**config.mk**
```make
export PLATFORM = sky130hd
export DESIGN_NAME = des_key_schedule
export DESIGN_NICKNAME = d
export VERILOG_FILES = /design/src/rtl/des_key_pkg.sv /design/src/rtl/des_key_permute.sv /design/src/rtl/des_key_schedule.sv
export SDC_FILE = /design/constraint.sdc
export NUM_CORES = 1
export LEC_CHECK = 0
export CAP_MARGIN = 25
export CORE_ASPECT_RATIO = 1.75
export CORE_MARGIN = 10
export CORE_UTILIZATION = 55
export CTS_CLUSTER_DIAMETER = 120
export DETAILED_ROUTE_END_ITERATION = 10
export PLACE_DENSITY = 0.8
export SLEW_MARGIN = 40
export SYNTH_ARGS = -nofsm -noshare
export SYNTH_HDL_FRONTEND = slang
export SYNTH_SLANG_ARGS = --single-unit
```
**constraint.sdc**
```tcl
create_clock -name i_clk -period 3.79 [get_ports i_clk]
set_clock_uncertainty 0.05 [all_clocks]
set_input_delay 0.379 -clock i_clk [delete_from_list [all_inputs] [get_ports i_clk]]
set_output_delay 0.379 -clock i_clk [all_outputs]
set_load 0.005 [all_outputs]
```
**src/rtl/des_key_pkg.sv**
```systemverilog
// des_key_pkg: shared types, tables and rotation helpers for the DES key
// schedule.
//   cd_t      : 56-bit C/D register (C = [55:28], D = [27:0])
//   subkey_t  : 48-bit round subkey
//   state_t   : scheduler FSM states
// PC-1/PC-2 entries are the standard 1-based, MSB-first DES bit positions.
package des_key_pkg;

  typedef logic [55:0] cd_t;
  typedef logic [47:0] subkey_t;

  typedef enum logic {
    ST_IDLE = 1'b0,
    ST_GEN  = 1'b1
  } state_t;

  localparam logic [1:0] SHIFT_TABLE [16] = '{
    2'd1, 2'd1, 2'd2, 2'd2, 2'd2, 2'd2, 2'd2, 2'd2,
    2'd1, 2'd2, 2'd2, 2'd2, 2'd2, 2'd2, 2'd2, 2'd1
  };

  localparam logic [5:0] PC1_TABLE [56] = '{
    6'd57, 6'd49, 6'd41, 6'd33, 6'd25, 6'd17, 6'd9,
    6'd1,  6'd58, 6'd50, 6'd42, 6'd34, 6'd26, 6'd18,
    6'd10, 6'd2,  6'd59, 6'd51, 6'd43, 6'd35, 6'd27,
    6'd19, 6'd11, 6'd3,  6'd60, 6'd52, 6'd44, 6'd36,
    6'd63, 6'd55, 6'd47, 6'd39, 6'd31, 6'd23, 6'd15,
    6'd7,  6'd62, 6'd54, 6'd46, 6'd38, 6'd30, 6'd22,
    6'd14, 6'd6,  6'd61, 6'd53, 6'd45, 6'd37, 6'd29,
    6'd21, 6'd13, 6'd5,  6'd28, 6'd20, 6'd12, 6'd4
  };

  localparam logic [5:0] PC2_TABLE [48] = '{
    6'd14, 6'd17, 6'd11, 6'd24, 6'd1,  6'd5,
    6'd3,  6'd28, 6'd15, 6'd6,  6'd21, 6'd10,
    6'd23, 6'd19, 6'd12, 6'd4,  6'd26, 6'd8,
    6'd16, 6'd7,  6'd27, 6'd20, 6'd13, 6'd2,
    6'd41, 6'd52, 6'd31, 6'd37, 6'd47, 6'd55,
    6'd30, 6'd40, 6'd51, 6'd45, 6'd33, 6'd48,
    6'd44, 6'd49, 6'd39, 6'd56, 6'd34, 6'd53,
    6'd46, 6'd42, 6'd50, 6'd36, 6'd29, 6'd32
  };

  // C and D rotate independently as 28-bit halves.
  function automatic cd_t cd_rotl(cd_t cd, logic two);
    logic [27:0] c;
    logic [27:0] d;
    c = cd[55:28];
    d = cd[27:0];
    if (two) return {c[25:0], c[27:26], d[25:0], d[27:26]};
    return {c[26:0], c[27], d[26:0], d[27]};
  endfunction

  function automatic cd_t cd_rotr(cd_t cd, logic two);
    logic [27:0] c;
    logic [27:0] d;
    c = cd[55:28];
    d = cd[27:0];
    if (two) return {c[1:0], c[27:2], d[1:0], d[27:2]};
    return {c[0], c[27:1], d[0], d[27:1]};
  endfunction

endpackage

```
**src/rtl/des_key_permute.sv**
```systemverilog
// des_key_permute: purely combinational PC-1 and PC-2 permutations.
//   key     : 64-bit DES key (parity bits are dropped by PC-1)
//   cd      : 56-bit C/D register contents
//   key_pc1 : PC-1(key)
//   subkey  : PC-2(cd)
module des_key_permute
  import des_key_pkg::*;
(
  input  logic [63:0] key,
  input  cd_t         cd,
  output cd_t         key_pc1,
  output subkey_t     subkey
);

  always_comb begin
    key_pc1 = '0;
    for (int i = 0; i < 56; i++) begin
      key_pc1[55-i] = key[6'd63 - (PC1_TABLE[i] - 6'd1)];
    end
  end

  always_comb begin
    subkey = '0;
    for (int i = 0; i < 48; i++) begin
      subkey[47-i] = cd[6'd55 - (PC2_TABLE[i] - 6'd1)];
    end
  end

  // Parity bits of key and the eight C/D bits PC-2 discards are intentionally unused.
  logic unused_bits;
  assign unused_bits = ^key ^ ^cd;

endmodule

```
**src/rtl/des_key_schedule.sv**
```systemverilog
// des_key_schedule: DES / triple-DES (EDE) round subkey generator with a
// valid/ready key input and a valid/ready subkey output.
//   i_clk, i_rst_n             : clock, synchronous active-low reset
//   i_key[64*NUM_KEYS-1:0]     : key bundle, key n at [64n+63:64n]
//   i_decrypt, i_key_valid     : bundle direction / offer
//   o_key_ready                : bundle accepted this cycle if offered
//   o_subkey, o_subkey_valid   : current subkey and its valid
//   i_subkey_ready             : consumer takes the subkey
//   o_round, o_key_idx, o_last : round 0..15, source key, final subkey
//   o_parity_err               : only with DES_KEY_PARITY_CHECK_EN defined;
//                                some byte of the latched bundle has even parity
//
// state   | meaning
// IDLE    | waiting for a key bundle, o_key_ready = 1
// GEN     | presenting subkeys, advancing one per handshake
module des_key_schedule
  import des_key_pkg::*;
#(
  parameter int NUM_KEYS = 1
) (
  input  logic                    i_clk,
  input  logic                    i_rst_n,
  input  logic [64*NUM_KEYS-1:0]  i_key,
  input  logic                    i_decrypt,
  input  logic                    i_key_valid,
  output logic                    o_key_ready,
  output logic [47:0]             o_subkey,
  output logic                    o_subkey_valid,
  input  logic                    i_subkey_ready,
  output logic [3:0]              o_round,
  output logic [1:0]              o_key_idx,
  output logic                    o_last
`ifdef DES_KEY_PARITY_CHECK_EN
  ,
  output logic                    o_parity_err
`endif
);

  localparam logic [1:0] LAST_PASS = 2'(NUM_KEYS - 1);

  state_t                 state_q, state_d;
  logic [64*NUM_KEYS-1:0] key_q;
  logic                   decrypt_q;
  cd_t                    cd_q;
  logic [3:0]             round_q;
  logic [1:0]             pass_q;

  logic       accept, hs, rev_cur, pass_end, last_sub, load, step;
  logic       load_dec, load_rev;
  logic [1:0] load_pass;
  logic [63:0] src_key;
  logic [64*NUM_KEYS-1:0] src_bundle;
  cd_t        pc1_cd;

  // EDE order: encrypt walks keys 0,1,2; decrypt walks 2,1,0.
  function automatic logic [1:0] key_idx_f(logic [1:0] pass, logic dec);
    return (NUM_KEYS == 1) ? 2'd0 : (dec ? 2'd2 - pass : pass);
  endfunction

  always_comb begin
    accept    = (state_q == ST_IDLE) && i_key_valid;
    hs        = (state_q == ST_GEN) && i_subkey_ready;
    // Middle pass runs opposite to the bundle direction.
    rev_cur   = decrypt_q ^ (pass_q == 2'd1);
    pass_end  = rev_cur ? (round_q == 4'd0) : (round_q == 4'd15);
    last_sub  = (state_q == ST_GEN) && pass_end && (pass_q == LAST_PASS);
    load_dec  = accept ? i_decrypt : decrypt_q;
    load_pass = accept ? 2'd0 : pass_q + 2'd1;
    load_rev  = load_dec ^ (load_pass == 2'd1);
    load      = accept || (hs && pass_end && !last_sub);
    step      = hs && !pass_end;
  end

  // Source key for a pass load: the incoming bundle at acceptance,
  // the latched bundle at a pass boundary.
  assign src_bundle = accept ? i_key : key_q;

  if (NUM_KEYS == 1) begin : g_single
    assign src_key = src_bundle;
  end else begin : g_triple
    logic [1:0] load_idx;
    assign load_idx = key_idx_f(load_pass, load_dec);
    always_comb begin
      case (load_idx)
        2'd0:    src_key = src_bundle[63:0];
        2'd1:    src_key = src_bundle[127:64];
        default: src_key = src_bundle[64*NUM_KEYS-1 -: 64];
      endcase
    end
  end

  des_key_permute u_permute (
    .key     (src_key),
    .cd      (cd_q),
    .key_pc1 (pc1_cd),
    .subkey  (o_subkey)
  );

  always_ff @(posedge i_clk) begin
    if (!i_rst_n) state_q <= ST_IDLE;
    else          state_q <= state_d;
  end

  always_comb begin
    state_d = state_q;
    case (state_q)
      ST_IDLE: if (i_key_valid)     state_d = ST_GEN;
      ST_GEN:  if (hs && last_sub)  state_d = ST_IDLE;
      default:                      state_d = ST_IDLE;
    endcase
  end

  always_comb begin
    o_key_ready    = (state_q == ST_IDLE);
    o_subkey_valid = (state_q == ST_GEN);
    o_last         = last_sub;
    o_round        = round_q;
    o_key_idx      = key_idx_f(pass_q, decrypt_q);
  end

  // Forward passes start at C1/D1, reverse passes at C16/D16 (= C0/D0).
  always_ff @(posedge i_clk) begin
    if (!i_rst_n) begin
      key_q     <= '0;
      decrypt_q <= 1'b0;
      cd_q      <= '0;
      round_q   <= 4'd0;
      pass_q    <= 2'd0;
    end else begin
      if (accept) begin
        key_q     <= i_key;
        decrypt_q <= i_decrypt;
      end
      if (load) begin
        cd_q    <= load_rev ? pc1_cd : cd_rotl(pc1_cd, SHIFT_TABLE[0] == 2'd2);
        round_q <= load_rev ? 4'd15 : 4'd0;
        pass_q  <= load_pass;
      end else if (step) begin
        if (rev_cur) begin
          cd_q    <= cd_rotr(cd_q, SHIFT_TABLE[round_q] == 2'd2);
          round_q <= round_q - 4'd1;
        end else begin
          cd_q    <= cd_rotl(cd_q, SHIFT_TABLE[round_q + 4'd1] == 2'd2);
          round_q <= round_q + 4'd1;
        end
      end
    end
  end

`ifdef DES_KEY_PARITY_CHECK_EN
  function automatic logic any_even_byte(logic [64*NUM_KEYS-1:0] k);
    logic found;
    found = 1'b0;
    for (int b = 0; b < 8*NUM_KEYS; b++) found = found | ~^k[8*b +: 8];
    return found;
  endfunction

  logic parity_err_q;
  always_ff @(posedge i_clk) begin
    if (!i_rst_n)    parity_err_q <= 1'b0;
    else if (accept) parity_err_q <= any_even_byte(i_key);
  end
  assign o_parity_err = parity_err_q;
`endif

endmodule

```
## Yosys cells after proc, flatten, opt, wreduce, memory -nomap -nowiden

Memory sizes are Yosys's and may differ from the RTL's.
Index checks and enable logic that the tools add are counted.

| word-level totals | value |
|---|---|
| flip-flop bits (word level) | 128 |
| latch bits | 0 |
| memory bits (writable) | 0 |
| memory bits (read-only) | 64 |
| input bits | 69 |
| output and inout port bits | 57 |
| word-level logic and storage cells | 71 |
| memories | 2 |

| operators by class | value |
|---|---|
| $add $sub $neg | 3 |
| $mul | 0 |
| div/mod/pow operators | 0 |
| $lt $le $gt $ge | 2 |
| equality and inequality tests | 5 |
| shift-type cells | 0 |
| multiplexer cells | 33 |
| bitwise gates (word level) | 5 |
| reduce and logical (&&, ||, !) cells | 14 |

Memory list:

| name | depth | width | rd ports | clocked after memory_dff | wr ports | line | text |
|---|---|---|---|---|---|---|---|
| (no name shown) | 16 | 2 | 1 | 0 | 0 | des_key_schedule.sv:143 | `cd_q <= cd_rotl(cd_q, SHIFT_TABLE[round_q + 4'd1] == 2'd2);` |
| (no name shown) | 16 | 2 | 1 | 0 | 0 | des_key_schedule.sv:140 | `cd_q <= cd_rotr(cd_q, SHIFT_TABLE[round_q] == 2'd2);` |

Operators with widths:

| cell | number |
|---|---|
| $mux W56 | 8 |
| $mux W64 | 1 |
| $mux W4 | 4 |
| $mux W1 | 14 |
| $ge A5 B5 Y1 const B | 2 |
| $mux W2 | 5 |
| $not A4 Y5 | 2 |
| $logic_and A1 B1 Y1 | 8 |
| $add A4 B1 Y4 const B | 1 |
| $eq A2 B1 Y1 const B | 2 |
| $eq A2 B2 Y1 const B | 2 |
| $eq A4 B4 Y1 const B | 1 |
| $logic_not A4 Y1 | 1 |
| $sub A4 B1 Y4 const B | 1 |
| $add A2 B1 Y2 const B | 1 |
| $logic_not A1 Y1 | 2 |
| $logic_not A2 Y1 | 1 |
| $pmux W1 S2 | 1 |
| $reduce_bool A2 Y1 | 1 |
| $xor A1 B1 Y1 | 2 |
| $logic_or A1 B1 Y1 | 1 |
| $not A1 Y1 | 1 |

## Longest topological paths before layout

| depth | value |
|---|---|
| depth after elaboration | 15 |
| mapped depth | 10 |
| mapped depth without buffers | 8 |

## Hierarchy

From an unflattened synthesis, not the netlist that was laid out.

| unflattened totals | value |
|---|---|
| cells, all modules | 1,118 |
| area total of the unflattened synthesis | 8,707.1 um^2 |

By module, submodules not included:

| module | times used | cells each | area an instance (um^2) | sequential area each (um^2) |
|---|---|---|---|---|
| des_key_schedule | 1 | 1,014 | 7,926.4 | 2,562.5 |
| des_key_permute | 1 | 104 | 780.7 | 0.0 |

## Least setup slack after synthesis

No wires, ideal clock.

| timing path | value |
|---|---|
| path kind | reg-to-reg |
| start | reg round_q[0], in the netlist o_round[0] |
| end | reg cd_q[11] |
| library setup time | 0.117 ns |
| data arrival time | 2.266 ns |
| data required time | 3.623 ns |
| slack | 1.358 ns |
| stages on the path, launching flop included | 11 |
| buffers on the path | 2 |
| period minus slack after synthesis | 2.432 ns |
| cells stage by stage | dfxtp_1 inv_1 ha_1 nor3_1 a21oi_1 a221o_1 buf_4 buf_4 mux2i_1 nand2_1 a22o_1 |

| on the way | value |
|---|---|
| word-level cells in the longest chain between the ends | 15 |
| elaborated cells on any way between the ends | 38 |
| those cells by class | add/sub: 1; eq/ne: 3; mux: 20; bitwise: 2; reduce/logical: 10; memory: 2 |

Ends and longest elaborated chain:

| what | line | text |
|---|---|---|
| start: declaration | des_key_schedule.sv:45 | `logic [3:0] round_q;` |
| start signal: assignment | des_key_schedule.sv:136 | `round_q <= load_rev ? 4'd15 : 4'd0;` |
| start signal: assignment | des_key_schedule.sv:141 | `round_q <= round_q - 4'd1;` |
| start signal: assignment | des_key_schedule.sv:144 | `round_q <= round_q + 4'd1;` |
| $add A4 B1 Y4 | des_key_schedule.sv:143 |  |
| $not A4 Y5 (not written as such) | des_key_schedule.sv:143 |  |
| $mem_v2 Z16 W2 | n/a |  |
| $mux W2 (not written as such) (2 in a row) | des_key_schedule.sv:143 |  |
| $eq A2 B2 Y1 | des_key_schedule.sv:143 |  |
| $mux W1 | des_key_pkg.sv:50 | `if (two) return {c[25:0], c[27:26], d[25:0], d[27:26]};` |
| $mux W1 | des_key_schedule.sv:139 | `if (rev_cur) begin` |
| $mux W1 | des_key_schedule.sv:138 | `end else if (step) begin` |
| $mux W1 | des_key_schedule.sv:134 | `if (load) begin` |
| $mux W1 | des_key_schedule.sv:123 | `if (!i_rst_n) begin` |
| $mux W56 | des_key_pkg.sv:51 | `return {c[26:0], c[27], d[26:0], d[27]};` |
| $mux W56 | des_key_schedule.sv:139 |  |
| $mux W56 | des_key_schedule.sv:138 |  |
| $mux W56 | des_key_schedule.sv:134 |  |
| end signal: assignment | des_key_schedule.sv:135 | `cd_q <= load_rev ? pc1_cd : cd_rotl(pc1_cd, SHIFT_TABLE[0] == 2'd2);` |
| end signal: assignment | des_key_schedule.sv:140 |  |
| end signal: assignment | des_key_schedule.sv:143 |  |
| end: declaration | des_key_schedule.sv:44 | `cd_t cd_q;` |

Several ways; a longest one is shown, not always the timed one. The select of a mux whose other input is x is not followed.
A chain may end at the register's enable or synchronous reset.

## Final worst setup path

| timing path | value |
|---|---|
| start | reg round_q[1], in the netlist o_round[1] |
| end | reg cd_q[50] |

The elaborated chain is that of the path after synthesis.

==> summary.txt <==
Route
  – DRC: 0
  – DR WL/cell: between 20 and 25 um
  – Vias per cell: 6.46
  – Iter 0 DRT Violations: 688
  – Final wirelength: about 25 mm
  – Via count: about 7.9k
  – Post-route ant nets: 0
  – 1st-pass router iterations: 5

Power
  – Sw Share: 31.9%
  – Sw Pwr: 1.41 mW
  – Internal power: 3.00 mW
  – Clock power frac: 36.8%
  – Static Leak: 3.86 nW
  – Reg power frac: 34.4%
  – Pwr/cell area: about 440 nW/um^2
  – Worst vdd ir: ~350 uV
  – Pwr Total: 4.41 mW
  – Comb pwr share: 28.8%

Synthesis
  – Post-synth top cells: 195 x nand2_1, 128 x mux2i_1, 120 x dfxtp_1, 64 x a21oi_1, 58 x buf_4
  – Cell Area, Synth: approximately 8500 um^2
  – Synthesis Warnings: 0
  – Post-synth EDFFs: 0
  – Synth cell types: 48
  – Count leader, synth: nand2_1
  – Post-synth ARST share: 0%
  – Synth top area cells: dfxtp_1 28%, mux2i_1 15%, nand2_1 8.6%, mux2_2 6.5%, o221ai_1 5.8%
  – Syn Inst Count: about 1,000
  – Synth area leader: dfxtp_1
  – Synth Area per Inst: roughly 8.5 um^2
  – Synth top area share: 28.4%
  – Post-synthesis sequential area ratio: roughly 28%
  – FF+latch count, synth: between 100 and 150
  – Main flop type after synthesis: dfxtp_1

CTS
  – Post-CTS Setup Bufs: 0
  – CTS H-tree depth: 4
  – Post-CTS Hold Buffers: 0
  – Root Driver: clkbuf_16
  – Clock slew at reported path FFs: 0.06 ns
  – Clock Path Buffers: 2
  – Post-CTS resize count: 0
  – Worst skew pair latency: 0.42 ns
  – CTS tree: yes
  – Clk sinks: 120
  – Cts bufs inserted: 17

Timing
  – Final setup vio count: 0
  – Slew Limit Fails: 0
  – Setup TNS: 0 ns
  – Unrepaired setup endpoints after global routing: no
  – Final worst setup slack: slightly below 0.8 ns
  – Final min period: ~3 ns
  – Fin crit share: between 70% and 80%
  – Hold Vio Cnt, Final: 0
  – Hold WS: 0.397 ns
  – Fmax: 0.331 GHz
  – Slew margin rel.: 45.8%
  – Slew @ Worst Pin: 0.810 ns

Worst setup path
  – Startpoint Class: flip-flop
  – Crit Path Max Fanout: 21
  – Critical Path Sink Type: flip-flop
  – Reg-to-reg critical path endpoint: cd_q[50]
  – Worst R2R Path Depth: 8
  – Worst EP arrival: 3.28 ns
  – Worst reg-to-reg setup slack: 0.77 ns
  – Crit path kind: flip-flop to flip-flop
  – Worst R2R Start: o_round[1]
  – Worst EP required: between 4 and 5 ns

Die
  – Rows: 60
  – Die area: between 20,000 and 25,000 um^2
  – CORE AREA: 15,200 um^2
  – Die width: 114 um
  – Starting density of the core: 55.6%
  – # IOs: 126
  – Die Y-Extent: ~180 um

Final layout
  – Final instance area: 10,000 um^2
  – Fin cells: 1,226
  – Area grow syn2layout: 18.3%
  – Final Util: roughly 66%
  – Final-layout fill cell count: 1,266
  – Ant diodes: 0
  – Nets: 1,104
  – Layout cells sized above 1: 12.6%

Global routing
  – Vias in the first global route: a little under 8k
  – Initial antenna violation count: 0
  – Global-route wire length before repair: 40.0 mm
  – Global route overflow: 0
  – All-Layer GR Usage: 23.2%
  – Largest net degree at the start of global routing: 75

Worst hold path
  – WHS Endpoint: cd_q[29]
  – HP Start: i_rst_n
  – Worst hold path class: input port to flip-flop
  – Hold depth: 2

Place
  – Placer Congestion: ~0.90
  – Placed Area: about 9400 um^2
  – Dpl ws: 0.815 ns
  – HPWL Detailed: ~17 mm
  – Cells after DPL: 1,194
  – Port bufs: 115

Run status
  – Status: finished, final reports clean

Flow run
  – Max_cap viols: 0
[cells in the final DEF (no fill, tap or decap), drive strengths merged, types with 6 or more instances in the layout]
cell and n:
a21oi 64, dfxtp 120, inv 6, clkbuf 18, clkinv 9, o21ai 50, buf 37, a22o 8
mux2 74, a21boi 57, o221a 23, mux2i 128, o221ai 56, clkdlybuf4s50 113, ha 8, a31oi 28
nand2 195
[how the worst max path moves through the flow]
| stage | to | cells after the start | startpoint |
|---|---|---|---|
| 2_1_floorplan | cd_q[11] | 10 | o_round[0] |
| 3_3_place_gp | cd_q[12] | 8 | pass_q[0] |
| 3_5_place_dp | cd_q[50] | 8 | o_round[1] |
| 4_1_cts | cd_q[50] | 8 | o_round[1] |
| 5_1_grt | cd_q[50] | 8 | o_round[1] |
| 6_report | cd_q[50] | 8 | o_round[1] |
[worst max-delay path: stages, from the launching register on]
cell     delay (ns)
dfxtp_1        0.53
ha_1           0.39
nor3b_1        0.12
a21oi_4        0.64
buf_4          0.31
mux2_2         0.35
o21ai_0        0.18
a21oi_1        0.06
o221a_1        0.25
[power groups by stage]
| stage | logic, mW | clock network [mW] | registers (mW) |
|---|---|---|---|
| final | 1.27 | 1.62 | 1.52 |
| after CTS | 1.26 | 1.62 | 1.51 |
| after global routing | 1.36 | 1.68 | 1.54 |
| after floorplan | 0.939 | 0 | 1.49 |
| after global placement | 1.23 | 0 | 1.54 |
| after detailed placement | 1.25 | 0 | 1.54 |
[cells by family after synthesis]
group | after synthesis | share of synthesized area [%]
compound gates | 294 | 24.3
xor+xnor | 6 | 1.02
fa+ha+maj | 8 | 1.18
buf+inv | 143 | 9.47
flops | 120 | 28.4
mux | 202 | 25.0
other cells | 1 | 0.0443
simple gates | 221 | 10.6
[sequential cells by signal (all words and copies together) (netlist names)]
register,count
key_q,56
pass_q,2
cd_q,56
o_round,4
o_subkey_valid,1
decrypt_q,1
[area by class of cell]
class | count | area (um^2) | area share [%]
multi-input cells | 733 | 5320 | 53.1
flip-flops and latches | 120 | 2400 | 24.0
repair buffers | 150 | 1460 | 14.6
clock buffers | 18 | 439 | 4.38
well taps | 186 | 233 | 2.32
clock inverters | 14 | 151 | 1.51
inverters | 5 | 18.8 | 0.187
[routing by layer]
layer	part of all wire (%)	GRT usage, %	vias up
met3	6.5	4.85	52
met2	50	38.9	321
met1	41	28.4	3872
met5	0	0	-
met4	2.5	8.71	0
li1	-	-	3680
Power figures use the tool's default switching activity.
